[config.mk]
export PLATFORM = sky130hd
export DESIGN_NAME = serial_tx_ctrl
export DESIGN_NICKNAME = d
export VERILOG_FILES = /design/src/rtl/serial_tx_pkg.sv /design/src/rtl/serial_tx_ctrl_piso_reg.sv /design/src/rtl/serial_tx_ctrl.sv
export SDC_FILE = /design/constraint.sdc
export NUM_CORES = 1
export LEC_CHECK = 0
export CAP_MARGIN = 15
export CORE_MARGIN = 3
export CORE_UTILIZATION = 30
export CTS_CLUSTER_DIAMETER = 40
export DETAILED_ROUTE_END_ITERATION = 10
export GPL_TIMING_DRIVEN = 1
export SLEW_MARGIN = 20
export SYNTH_ARGS = -nofsm -noshare
export SYNTH_HDL_FRONTEND = slang
export SYNTH_HIERARCHICAL = 1
export SYNTH_SLANG_ARGS = --single-unit
[constraint.sdc]
create_clock -name clk -period 2.1 [get_ports clk]
set_input_delay 0.42 -clock clk [delete_from_list [all_inputs] [get_ports clk]]
set_output_delay 0.42 -clock clk [all_outputs]
set_load 0.1 [all_outputs]
[src/rtl/serial_tx_pkg.sv]
// Shared types for the serial transmit controller.
// Holds the controller state encoding and its width.
package serial_tx_pkg;

    localparam int STATE_W = 2;

    typedef enum logic [STATE_W-1:0] {
        IDLE  = 2'd0,
        SHIFT = 2'd1,
        LATCH = 2'd2
    } state_e;

endpackage

[src/rtl/serial_tx_ctrl_piso_reg.sv]
// piso_reg: WIDTH-bit parallel-load, right-shift register (MSB fills 0).
// Ports: clk, rst (sync, active-high), load (priority), shift, d, q.
module piso_reg #(
    parameter int WIDTH = 8
) (
    input  logic             clk,
    input  logic             rst,
    input  logic             load,
    input  logic             shift,
    input  logic [WIDTH-1:0] d,
    output logic [WIDTH-1:0] q
);

    logic [WIDTH-1:0] sr_q;
    logic [WIDTH-1:0] sr_d;

    always_comb begin
        sr_d = sr_q;
        if (load) begin
            sr_d = d;
        end else if (shift) begin
            sr_d = {1'b0, sr_q[WIDTH-1:1]};
        end
    end

    always_ff @(posedge clk) begin
        if (rst) begin
            sr_q <= '0;
        end else begin
            sr_q <= sr_d;
        end
    end

    assign q = sr_q;

endmodule

[src/rtl/serial_tx_ctrl.sv]
// serial_tx_ctrl: accepts a WIDTH-bit word on valid/ready, shifts it out
// LSB-first on sdata with divided sclk, then pulses sload for one bit time.
// Ports: clk, rst (sync, active-high), din/din_valid/din_ready handshake,
// sclk/sdata/sload serial outputs, busy (= !din_ready).
module serial_tx_ctrl #(
    parameter int WIDTH = 8,
    parameter int DIV   = 4
) (
    input  logic             clk,
    input  logic             rst,
    input  logic [WIDTH-1:0] din,
    input  logic             din_valid,
    output logic             din_ready,
    output logic             sclk,
    output logic             sdata,
    output logic             sload,
    output logic             busy
);

    import serial_tx_pkg::*;

    localparam int BW = $clog2(WIDTH);
    localparam int DW = $clog2(DIV);
    localparam logic [BW-1:0] BIT_LAST = BW'(WIDTH - 1);
    localparam logic [BW-1:0] BIT_ONE  = BW'(1);
    localparam logic [DW-1:0] DIV_LAST = DW'(DIV - 1);
    localparam logic [DW-1:0] DIV_HALF = DW'(DIV / 2);
    localparam logic [DW-1:0] DIV_ONE  = DW'(1);

    state_e        state_q, state_d;
    logic [BW-1:0] bit_q, bit_d;
    logic [DW-1:0] div_q, div_d;
    logic          ready_q, ready_d;
    logic          sclk_q, sclk_d;
    logic          sload_q, sload_d;
    logic          load, shift, div_end;
    logic [WIDTH-1:0] sr_q;
    logic          unused_sr;

    piso_reg #(.WIDTH(WIDTH)) u_piso (
        .clk   (clk),
        .rst   (rst),
        .load  (load),
        .shift (shift),
        .d     (din),
        .q     (sr_q)
    );

    // The register drains to zero after WIDTH shifts, so bit 0 is
    // already 0 in LATCH and IDLE and can drive sdata directly.
    assign unused_sr = ^sr_q[WIDTH-1:1];

    always_comb begin
        state_d = state_q;
        bit_d   = bit_q;
        div_d   = div_q;
        load    = 1'b0;
        shift   = 1'b0;
        div_end = (div_q == DIV_LAST);
        unique case (state_q)
            IDLE: begin
                if (din_valid && ready_q) begin
                    load    = 1'b1;
                    bit_d   = '0;
                    div_d   = '0;
                    state_d = SHIFT;
                end
            end
            SHIFT: begin
                if (div_end) begin
                    div_d = '0;
                    shift = 1'b1;
                    if (bit_q == BIT_LAST) begin
                        bit_d   = '0;
                        state_d = LATCH;
                    end else begin
                        bit_d = bit_q + BIT_ONE;
                    end
                end else begin
                    div_d = div_q + DIV_ONE;
                end
            end
            LATCH: begin
                if (div_end) begin
                    div_d   = '0;
                    state_d = IDLE;
                end else begin
                    div_d = div_q + DIV_ONE;
                end
            end
            default: state_d = IDLE;
        endcase
        // Outputs are decoded from next state so they come straight off flops.
        ready_d = (state_d == IDLE);
        sload_d = (state_d == LATCH);
        sclk_d  = (state_d == SHIFT) && (div_d >= DIV_HALF);
    end

    always_ff @(posedge clk) begin
        if (rst) begin
            state_q <= IDLE;
            bit_q   <= '0;
            div_q   <= '0;
            ready_q <= 1'b1;
            sclk_q  <= 1'b0;
            sload_q <= 1'b0;
        end else begin
            state_q <= state_d;
            bit_q   <= bit_d;
            div_q   <= div_d;
            ready_q <= ready_d;
            sclk_q  <= sclk_d;
            sload_q <= sload_d;
        end
    end

    assign din_ready = ready_q;
    assign busy      = ~ready_q;
    assign sclk      = sclk_q;
    assign sload     = sload_q;
    assign sdata     = sr_q[0];

endmodule

## After elaboration in Yosys (flattened, before gate mapping)

Index checks and enable logic that the tools add are counted.
W data, S select, Z words.

| word-level totals | value |
|---|---|
| bits in registers | 18 |
| bits of input ports | 11 |
| output and inout bits | 5 |
| word-level logic and storage cells | 45 |

| operators by class | value |
|---|---|
| add/sub/neg operators | 2 |
| magnitude comparators | 1 |
| equal/unequal tests | 8 |
| muxes and demuxes | 18 |
| bitwise logic cells | 1 |
| reduce and logical (&&, ||, !) cells | 8 |

Operators with widths:

| kind | number |
|---|---|
| $mux W8 | 2 |
| $mux W2 | 6 |
| $mux W3 | 3 |
| $eq A2 B2 Y1 const B | 3 |
| $pmux W2 S3 | 1 |
| $pmux W3 S2 | 1 |
| $eq A2 B1 Y1 const B | 2 |
| $logic_not A2 Y1 | 2 |
| $mux W1 | 4 |
| $ne A2 B2 Y1 const B | 2 |
| $pmux W2 S2 | 1 |
| $reduce_bool A2 Y1 | 2 |
| $add A3 B1 Y3 const B | 1 |
| $eq A3 B3 Y1 const B | 1 |
| $reduce_and A3 Y1 | 1 |
| $add A2 B1 Y2 const B | 1 |
| $ge A2 B2 Y1 const B | 1 |
| $logic_and A1 B1 Y1 | 2 |
| $reduce_or A2 Y1 | 1 |
| $not A1 Y1 | 1 |

## Depth between registers and ports, before layout

Gate-level depths: netlist (run 1).

| logic depth | value |
|---|---|
| depth after elaboration | 6 |
| mapped depth | 6 |
| gate-level depth less buffers | 5 |

## Hierarchy

The synthesis (run 1) kept the hierarchy.

Modules (own cells, without submodules):

| module | times used | cells each | area each (sq um) | sequential area each (sq um) |
|---|---|---|---|---|
| serial_tx_ctrl | 1 | 56 | 544.3 | 200.2 |
| piso_reg | 1 | 35 | 369.1 | 160.2 |

## Worst setup path before layout (run 1)

Ideal clock, no wire load.

| timing | value |
|---|---|
| path type | register to output |
| start | register ready_q (netlist: din_ready) |
| end | output port busy |
| arrival time | 1.691 ns |
| data required time | 1.680 ns |
| path slack | -0.011 ns |
| stages on the path, launching flop included | 2 |
| buffers on the path | 0 |
| path through | dfxtp_1 inv_1 |

| between the ends | value |
|---|---|
| word-level cells in the longest chain between the ends | 1 |

RTL lines:

| element | line | RTL |
|---|---|---|
| start: declaration | serial_tx_ctrl.sv:33 | `logic ready_q, ready_d;` |
| start signal: assignment | serial_tx_ctrl.sv:111 | `ready_q <= ready_d;` |
| $not A1 Y1 | serial_tx_ctrl.sv:118 | `assign busy = ~ready_q;` |
| end: declaration | serial_tx_ctrl.sv:17 | `output logic busy` |

No other way between the ends.

## Final worst setup path (run 1)

| timing | value |
|---|---|
| start | register state_q[0] |
| end | register bit_q[0] |

| between the ends | value |
|---|---|
| word-level cells in the longest chain between the ends | 3 |
| elaborated cells on any way between the ends | 7 |
| those cells by class | 3 x eq/ne; 1 x mux; 3 x reduce/logical |

RTL lines:

| element | line | RTL |
|---|---|---|
| start: declaration | serial_tx_ctrl.sv:30 | `state_e state_q, state_d;` |
| start signal: assignment | serial_tx_ctrl.sv:108 | `state_q <= state_d;` |
| $eq A2 B1 Y1 or $logic_not A2 Y1 (tied branches) | serial_tx_ctrl.sv:60 | `unique case (state_q)` |
| $ne A2 B2 Y1 (no line) or $reduce_bool A2 Y1 (tied branches) | - |  |
| $reduce_and A3 Y1 (no line) | - |  |
| end signal: assignment | serial_tx_ctrl.sv:109 | `bit_q <= bit_d;` |
| end: declaration | serial_tx_ctrl.sv:31 | `logic [BW-1:0] bit_q, bit_d;` |

Parallel ways exist; a longest one is shown, timed or not.
A chain may end at the register's enable or synchronous reset.

==> results.yml, run 1 <==
outcome:
  outcome: "completed"
route:
  wire_per_inst_um: 12.90
  vias: 720
  viasPerCell: 5.180
  wirelength_mm: 1.793
  route.detailed.drc: 0
  postRouteAntennaNets: 0
  first_pass_iters: 5
  drt_iter0_drc: 25
timing:
  fin_skew_ps: 5.190
  period_minus_slack_ps: 1679
  rsz0062_at_grt: "no"
  maxSlewHeadroom: 0.7536
  period_share: 0.7997
  fin_ws_ps: 420.5
  worst_slew_pin_slew_ps: 368.9
  clock.fmax_mhz: 595.4
  final-setup-viol-count: 0
  slew_violations: 0
  finalSetupTns_ps: 0
  whs_ps: 485.0
  hold_viol: 0
finish:
  layout_common_cells: "17 x dfxtp_1, 10 x clkdlybuf4s50_1, 8 x mux2i_1, 8 x a211oi_1, 8 x nor2b_1"
  utilization: 0.3888
  area_growth_pct: 20.41
  nets: 128
  antenna_cells: 0
  mostFrequentLayoutCell: "dfxtp_1"
  num-fill-cells: 277
  drive_above_1_share: 0.1296
floorplan:
  row_count: 19
  die_h_um: 61.18
  ios: 16
  die_area_sq_um: 3742
  start_util: 0.3229
  die_w_um: 61.18
  core_sq_um: 2829
global_route:
  grt_first_pass_wirelength_mm: 2.967
  grt_pass1_vias: 679
  grtUsageTotal: 0.1061
  grt_antenna_before_repair: 0
  grt-ovfl-total: 0
  grt_max_degree: 14
yosys:
  synth.distinct_cells: 30
  synth_top_area_share: 0.3945
  ys_warn_count: 6
  syn-cell-area_sq_um: 913.4
  ys_seq_area_frac: 0.3945
  synth_area_leaders: "dfxtp_1 39%, ha_1 9.6%, mux2i_1 8.8%"
  synth_adder_area_share: 0.09589
  synth-xor-area-share: 0
  synth_top_family_by_area: "compound AO/OA/AOI/OAI gates"
  synthMuxAreaShare: 0.08767
  synth-simple-area-share: 0.1685
  synth_compound_area_frac: 0.2055
  syn-num-nets: 109
  synth_cells: 91
  ys_seq_elements: 18
  synth_area_per_cell_sq_um: 10.04
  yosysTopAreaCell: "dfxtp_1"
clock_network:
  cts_resized: 0
  cts_sinks: 18
  clk_latency_ps: 290
  cts_tree: "done"
  cts.path.max_buffers: 2
  root_buffer: "clkbuf_4"
  htreeDepth: 1
  cts_buffers: 3
  hold_buffers: 0
  clkSlewWorstSetupHoldPaths_ps: 100
  postCtsSetupBuffers: 0
setup_path:
  cp.required_ps: 2330
  timing.rr.start: "state_q[0]$_SDFF_PP0_"
  crit_type: "reg -> reg"
  crit_fanout: 6
  setup.worst_path.start_class: "flip-flop"
  crit_path_end: "bit_q[0]$_SDFFE_PP0P_"
  arrival_ps: 1910
  r2r_slack_ps: 420
  critPathLaunch: "state_q[0]$_SDFF_PP0_"
  r2r_end: "bit_q[0]$_SDFFE_PP0P_"
  rr_worst_depth: 5
  end_kind: "flip-flop"
placed_design:
  gp_congestion: 0.8654
  pre_cts_ws_ps: 274.3
  dp_hpwl_mm: 1.372
  port_buffers: 15
power_and_ir_drop:
  leakage_nw: 0.4195
  ir_worst_vdd_v: 0.0003577
  powerDensity_nw_per_um2: 726.7
min_path:
  hold_path_class: "reg -> reg"
run:
  drv_cap: 0
## metal layers
layer / vias up / track usage / routed length [um]
met5: - / 0 / 0
met4: 0 / 0.01858 / 0
met3: 0 / 0.04612 / 99
met2: 13 / 0.1707 / 828
met1: 337 / 0.1334 / 865
li1: 370 / - / -
## through the flow
stage	cells	cell area (sq um)	total power (W)
2_1_floorplan	91	914.6	0.0005724
3_3_place_gp	136	1077	0.0006329
3_5_place_dp	136	1077	0.0006353
4_1_cts	139	1100	0.0008088
5_1_grt	139	1100	0.0008434
6_report	139	1100	0.0007992
## cell usage after synthesis (all sizes together)
cell	count
nand4	1
or3b	1
a211oi	8
and3	1
or2	1
nand3	1
dfxtp	18
nor2	2
or4	1
nor2b	8
inv	6
nand2	1
a21oi	5
a21boi	1
and2	2
and3b	1
nand2b	2
o21ai	4
o21bai	1
nor3b	1
clkdlybuf4s18	1
a311oi	3
mux2i	8
buf	1
ha	7
a31oi	3
or4b	1
a21bo	1
## cell families (layout without fill, tap and decap cells)
group | count (synthesis) | count (layout)
DFF | 18 | 18
and+or+nand+nor | 24 | 24
buffers and inverters | 8 | 25
adders and majority gates | 7 | 7
AOI/OAI and AO/OA | 26 | 26
muxes | 8 | 8
## registers in the layout, summed over array words and instances (netlist names)
register	cells
div_q	2
sclk	1
bit_q	3
state_q	2
din_ready	1
u_piso/q	8
sload	1
## critical path, stage by stage, from the launching register on
cell and delay (ps):
dfxtp_1 400, inv_1 80, ha_1 260, a21boi_1 200, or4_1 530, a21oi_1 150
## cell type report
type / instances / area (sq um) / area share
Clock buffer: 3 / 22.52 / 0.02048
Timing Repair Buffer: 16 / 145.1 / 0.1320
Multi-Input combinational cell: 65 / 509.2 / 0.4630
Tap cell: 31 / 38.79 / 0.03527
Sequential cell: 18 / 361.6 / 0.3288
Inverter: 6 / 22.52 / 0.02048
## where the power goes
part	internal [W]	switching [W]	leakage, nW	total [W]
clock	0.0000667	0.000104	0.0138	0.000171
combinational	0.0000858	0.000149	0.259	0.000235
sequential	0.000373	0.0000201	0.147	0.000393
## how the worst min path moves through the flow
stage	startpoint	end	slack (ps)	cells past startpoint
2_1_floorplan	bit_q[1]$_SDFFE_PP0P_	bit_q[1]$_SDFFE_PP0P_	450	2
3_3_place_gp	bit_q[1]$_SDFFE_PP0P_	bit_q[1]$_SDFFE_PP0P_	480	2
4_1_cts	bit_q[1]$_SDFFE_PP0P_	bit_q[1]$_SDFFE_PP0P_	490	2
6_report	bit_q[1]$_SDFFE_PP0P_	bit_q[1]$_SDFFE_PP0P_	490	2
5_1_grt	bit_q[1]$_SDFFE_PP0P_	bit_q[1]$_SDFFE_PP0P_	510	2
3_5_place_dp	bit_q[1]$_SDFFE_PP0P_	bit_q[1]$_SDFFE_PP0P_	480	2
Note: power is estimated with default switching activity, not from simulation.
==> run 2, diff against run 1 <==
clock period = 1.7 ns   (was 2.1 ns; I/O delays follow)
==> run 2 against run 1 <==
  * Routed wire length up 5.0%
  * Clock power up 20%
  * Via count up 3.6%
  * Sequential share of layout area down 2.4 points
  * Count of clock-buffer cells in the layout unchanged
  * Clock skew down 3.9 ps
  * Global-route usage up 0.58 points
  * First-iteration DRC count down 16%
  * Critical path depth up 1
  * Register-to-register slack worse by 290 ps
  * Sequential power up 25%
  * Critical path type unchanged
  * Largest cell class unchanged
==> results.yml, run 2 (same netlist as run 1, synthesis figures left out) <==
setup_path:
  crit_type: "reg -> reg"
  crit_fanout: 7
  crit_family: "flip-flops"
  cp_slowest_cell: "dfxtp_2"
  cp.required_ps: 1890
  r2r_slack_ps: 130
  arrival_ps: 1760
  critPathLaunch: "state_q[0]$_SDFF_PP0_"
  r2r_end: "u_piso/q[2]$_SDFFE_PP0P_"
  slowest_delay_ps: 370
  crit_path_end: "u_piso/q[2]$_SDFFE_PP0P_"
  crit_chain: "inv_1 -> ha_1 -> and3_1 -> buf_4 -> nor2b_1 -> a211oi_1"
  timing.rr.start: "state_q[0]$_SDFF_PP0_"
  setup.worst_path.start_class: "flip-flop"
  path_buf_inv: 2
  rr_worst_depth: 6
  end_kind: "flip-flop"
  crit_cells: 6
clock_network:
  cts_tree: "done"
  clkSlewWorstSetupHoldPaths_ps: 90
  clk_latency_ps: 290
  cts.path.max_buffers: 2
  htreeDepth: 1
  cts_buffers: 3
  cts_sinks: 18
  root_buffer: "clkbuf_4"
global_route:
  grt-ovfl-total: 0
  grtUsageTotal: 0.1118
  grt_max_degree: 14
  grt_antenna_before_repair: 0
  grt_pass1_vias: 743
  grt_first_pass_wirelength_mm: 3.111
floorplan:
  start_util: 0.3229
  die_area_sq_um: 3742
  ios: 16
  die_h_um: 61.18
  core_sq_um: 2829
  row_count: 19
  die_w_um: 61.18
timing:
  slew_violations: 0
  period_minus_slack_ps: 1567
  fin_skew_ps: 1.263
  maxSlewHeadroom: 0.7793
  finalSetupTns_ps: 0
  final-setup-viol-count: 0
  hold_viol: 0
  clock.fmax_mhz: 638.1
  period_share: 0.9219
  worst_slew_pin_slew_ps: 331.1
  rsz0062_at_grt: "no"
route:
  vias: 746
  postRouteAntennaNets: 0
  drt_iter0_drc: 21
  viasPerCell: 5.217
  wirelength_mm: 1.882
  first_pass_iters: 3
  wire_per_inst_um: 13.16
  route.detailed.drc: 0
power_and_ir_drop:
  ir_worst_vdd_v: 0.0004352
  powerDensity_nw_per_um2: 870.2
  leakage_nw: 0.4585
finish:
  layout_common_cells: "15 x dfxtp_1, 10 x clkdlybuf4s50_1, 8 x mux2i_1, 8 x a211oi_1, 8 x nor2b_1"
  multi_input_area_sq_um: 509.2
  largest_reg_flops: 8
  antenna_cells: 0
  num-fill-cells: 279
  instances_no_fill: 143
  area_growth_pct: 30.82
  mostFrequentLayoutCell: "dfxtp_1"
  seq_area_sq_um: 364.1
  nets: 132
  drive_above_1_share: 0.1786
placed_design:
  dp_hpwl_mm: 1.425
  gp_congestion: 0.7953
  placed_cells: 140
  port_buffers: 15
outcome:
  outcome: "completed"
min_path:
  whs_path_depth: 2
  hold_path_class: "reg -> reg"
run:
  drv_cap: 0
run 2: cell types whose count changed in the layout (fill, tap and decap cells not counted):
| cell | change |
|---|---|
| buf_12 | +5 |
| buf_4 | -1 |
| dfxtp_1 | -2 |
| dfxtp_2 | +2 |
run 2: final cells by class:
| type | instances | area share |
|---|---|---|
| clock buffers | 3 | 0.01885 |
| inverters | 6 | 0.01885 |
| multi-input cells | 65 | 0.4262 |
| flip-flops and latches | 18 | 0.3047 |
| well taps | 31 | 0.03246 |
| repair buffers | 20 | 0.1990 |
run 2: per-layer routing:
metal | GRT usage | part of all wire | up-vias
li1 | - | - | 379
met1 | 0.1378 | 0.47 | 348
met2 | 0.1873 | 0.47 | 15
met3 | 0.01887 | 0.039 | 4
met4 | 0.05573 | 0.020 | 0
met5 | 0 | 0 | -
run 2: stage by stage:
step	utilization	setup WS (ps)	power [W]	hold WS, ps	cell area [sq um]
after floorplan	-	117.4	0.0007071	409.1	914.6
after global placement	0.4135	75.36	0.0008366	472.8	1170
after detailed placement	0.4135	23.56	0.0008436	486.2	1170
after CTS	0.4215	75.12	0.001058	500.9	1192
after global routing	0.4224	15.17	0.001100	535.8	1195
final	0.4224	132.7	0.001040	493.6	1195
run 2: worst register-to-register path, cell delays in order, from the launching register on:
cell	delay, ps
dfxtp_2	370
inv_1	70
ha_1	250
and3_1	240
buf_4	160
nor2b_1	130
a211oi_1	260
run 2: worst min path at each step:
stage / slack (ps) / end / from
after CTS: 500 / bit_q[1]$_SDFFE_PP0P_ / bit_q[1]$_SDFFE_PP0P_
final: 490 / bit_q[1]$_SDFFE_PP0P_ / bit_q[1]$_SDFFE_PP0P_
after floorplan: 410 / bit_q[0]$_SDFFE_PP0P_ / rst
after global routing: 540 / bit_q[1]$_SDFFE_PP0P_ / bit_q[1]$_SDFFE_PP0P_
after global placement: 470 / bit_q[1]$_SDFFE_PP0P_ / bit_q[1]$_SDFFE_PP0P_
after detailed placement: 490 / bit_q[1]$_SDFFE_PP0P_ / bit_q[1]$_SDFFE_PP0P_
run 2: timing repair:
item / in CTS / in global routing
buffers inserted: 0 / 0
resized for setup: 0 / 2
hold buffers: 0 / 0
hold endpoints to repair: 0 / 0
setup endpoints to repair: 0 / 6
run 2: where the power goes:
| group | internal [W] | leakage [nW] | switching (W) |
|---|---|---|---|
| clock network | 0.0000824 | 0.0138 | 0.000122 |
| logic | 0.000151 | 0.297 | 0.000193 |
| registers | 0.000462 | 0.148 | 0.0000294 |
==> run 3, diff against run 2 <==
SLEW_MARGIN = default   (was 20)
clock period = 1.4 ns   (was 1.7 ns; I/O delays follow)
==> run 3 against run 2 <==
  * The flow now finishes with violations (setup timing)
  * Die area did not move
  * Clock skew rose by 1.6 ps
  * Power is 37% higher
  * Routed wire length rose by 16%
  * First-iteration DRC count fell by 48%
  * Critical path depth shrank 1
  * Sequential cell count stayed put
==> results.yml, run 3 (same netlist as run 1, synthesis figures left out) <==
outcome:
  outcome: "complete, but fails checks"
  failed_checks: "setup timing"
floorplan:
  die_w_um: 61.18
  row_count: 19
  core_sq_um: 2829
  start_util: 0.3229
  die_area_sq_um: 3742
  die_h_um: 61.18
  ios: 16
clock_network:
  clkSlewWorstSetupHoldPaths_ps: 110
  htreeDepth: 1
  cts_buffers: 3
  cts.path.max_buffers: 2
  clk_latency_ps: 290
  hold_buffers: 0
  cts_tree: "done"
  cts_sinks: 18
  root_buffer: "clkbuf_4"
timing:
  worst_slew_pin_slew_ps: 284.0
  finalSetupTns_ps: -154.6
  fin_skew_ps: 2.870
  final-setup-viol-count: 4
  rsz0062_at_grt: "yes"
  slew_violations: 0
  clock.fmax_mhz: 684.6
  period_minus_slack_ps: 1461
  hold_viol: 0
  maxSlewHeadroom: 0.8107
  fin_ws_ps: -60.69
  period_share: 1.043
setup_path:
  end_kind: "flip-flop"
  setup.worst_path.start_class: "flip-flop"
  slowest_delay_ps: 510
  rr_worst_depth: 5
  crit_fanout: 6
  crit_chain: "inv_4 -> ha_4 -> a21boi_4 -> or4_1 -> a21oi_1"
  arrival_ps: 1690
  crit_type: "reg -> reg"
  cp.required_ps: 1630
  cp_slowest_cell: "or4_1"
global_route:
  grt_antenna_before_repair: 0
  grt-ovfl-total: 0
  grt_max_degree: 14
  grtUsageTotal: 0.1205
  grt_pass1_vias: 772
  grt_first_pass_wirelength_mm: 3.312
power_and_ir_drop:
  pwr-share-clk: 0.228
  switchingPower_w: 0.0004688
  ir_worst_vdd_v: 0.0004818
  intPower_w: 0.0009536
  switching_share: 0.3296
  pwr-share-seq: 0.428
  powerDensity_nw_per_um2: 1009
  leakage_nw: 0.5131
  combinationalPowerShare: 0.344
placed_design:
  pre_cts_ws_ps: -337.0
  gp_congestion: 0.7802
  dp_hpwl_mm: 1.483
  dpl_cell_area_sq_um: 1242
  port_buffers: 15
route:
  viasPerCell: 5.007
  first_pass_iters: 4
  wire_per_inst_um: 14.45
  vias: 756
  route.detailed.drc: 0
  postRouteAntennaNets: 0
  wirelength_mm: 2.182
  drt_iter0_drc: 11
finish:
  layout_common_cells: "13 x dfxtp_1, 12 x buf_4, 10 x clkdlybuf4s50_1, 8 x mux2i_1, 8 x nor2b_1"
  drive_above_1_share: 0.3833
  largest_reg_flops: 8
  fin_area_sq_um: 1410
  num-fill-cells: 270
  area_growth_pct: 54.38
  nets: 139
  mostFrequentLayoutCell: "dfxtp_1"
  antenna_cells: 0
min_path:
  whs_path_depth: 2
  hold_path_class: "reg -> reg"
run:
  drv_cap: 0
==> run 3: cell count changes in the layout (fill, tap and decap cells not counted), moves of 2 or more <==
| cell | previous run | this run |
|---|---|---|
| dfxtp_4 | 0 | 3 |
| buf_4 | 5 | 12 |
| ha_1 | 7 | 1 |
| ha_4 | 0 | 6 |
| inv_4 | 0 | 2 |
| dfxtp_1 | 15 | 13 |
| inv_1 | 6 | 4 |
==> run 3: routing by layer <==
layer	vias up	track usage	share of wire	wire length (um)
li1	395	-	-	-
met1	348	0.1301	0.44	954
met2	11	0.2190	0.51	1117
met3	2	0.02935	0.041	90
met4	0	0.05573	0.0092	20
met5	-	0	0	0
==> run 3: power groups by stage <==
stage               Combinational, W  Sequential [W]  Clock, W
detailed placement          0.000456        0.000613         0
CTS                         0.000472        0.000602  0.000327
floorplan                   0.000219        0.000665         0
global route                0.000520        0.000616  0.000348
finish                      0.000490        0.000608  0.000324
global placement            0.000448        0.000611         0
==> run 3: layout make-up <==
| class | count | area, sq um | share of cell area |
|---|---|---|---|
| inverter | 6 | 27.53 | 0.01952 |
| sequential | 18 | 374.1 | 0.2653 |
| timing repair buffer | 27 | 290.3 | 0.2059 |
| clock buffer | 4 | 36.28 | 0.02573 |
| tap | 31 | 38.79 | 0.02751 |
| multi-input combinational | 65 | 643.1 | 0.4561 |
==> run 3: per-stage QoR <==
stage               std cells   power, W    util  hold WS (ps)
floorplan                  91  0.0008837       -         349.1
global placement          144   0.001059  0.4392         468.7
detailed placement        144   0.001069  0.4392         476.5
CTS                       149   0.001400  0.4715         511.2
global route              151   0.001484  0.4985         561.1
finish                    151   0.001422  0.4985         518.8
==> run 3: worst max-delay path: cells and delay by family (launching register included) <==
| kind | cells | cell delay, ps |
|---|---|---|
| buffers and inverters | 1 | 50 |
| AO/OA/AOI/OAI | 2 | 270 |
| AND/OR/NAND/NOR | 1 | 510 |
| flip-flops | 1 | 420 |
| adder cells (fa/ha/maj) | 1 | 170 |
==> run 3: repair_timing <==
action                     CTS  global route
buffers inserted             1             2
pin swaps                    3             4
setup endpoints to repair   14             8
resized for setup           14             9
==> run 3: final timing paths <==
path / from / end / slack (ps)
max: state_q[0]$_SDFF_PP0_ / bit_q[0]$_SDFFE_PP0P_ / -60
min: bit_q[1]$_SDFFE_PP0P_ / bit_q[1]$_SDFFE_PP0P_ / 520
max reg2reg: state_q[0]$_SDFF_PP0_ / bit_q[0]$_SDFFE_PP0P_ / -60
min reg2reg: bit_q[1]$_SDFFE_PP0P_ / bit_q[1]$_SDFFE_PP0P_ / 520
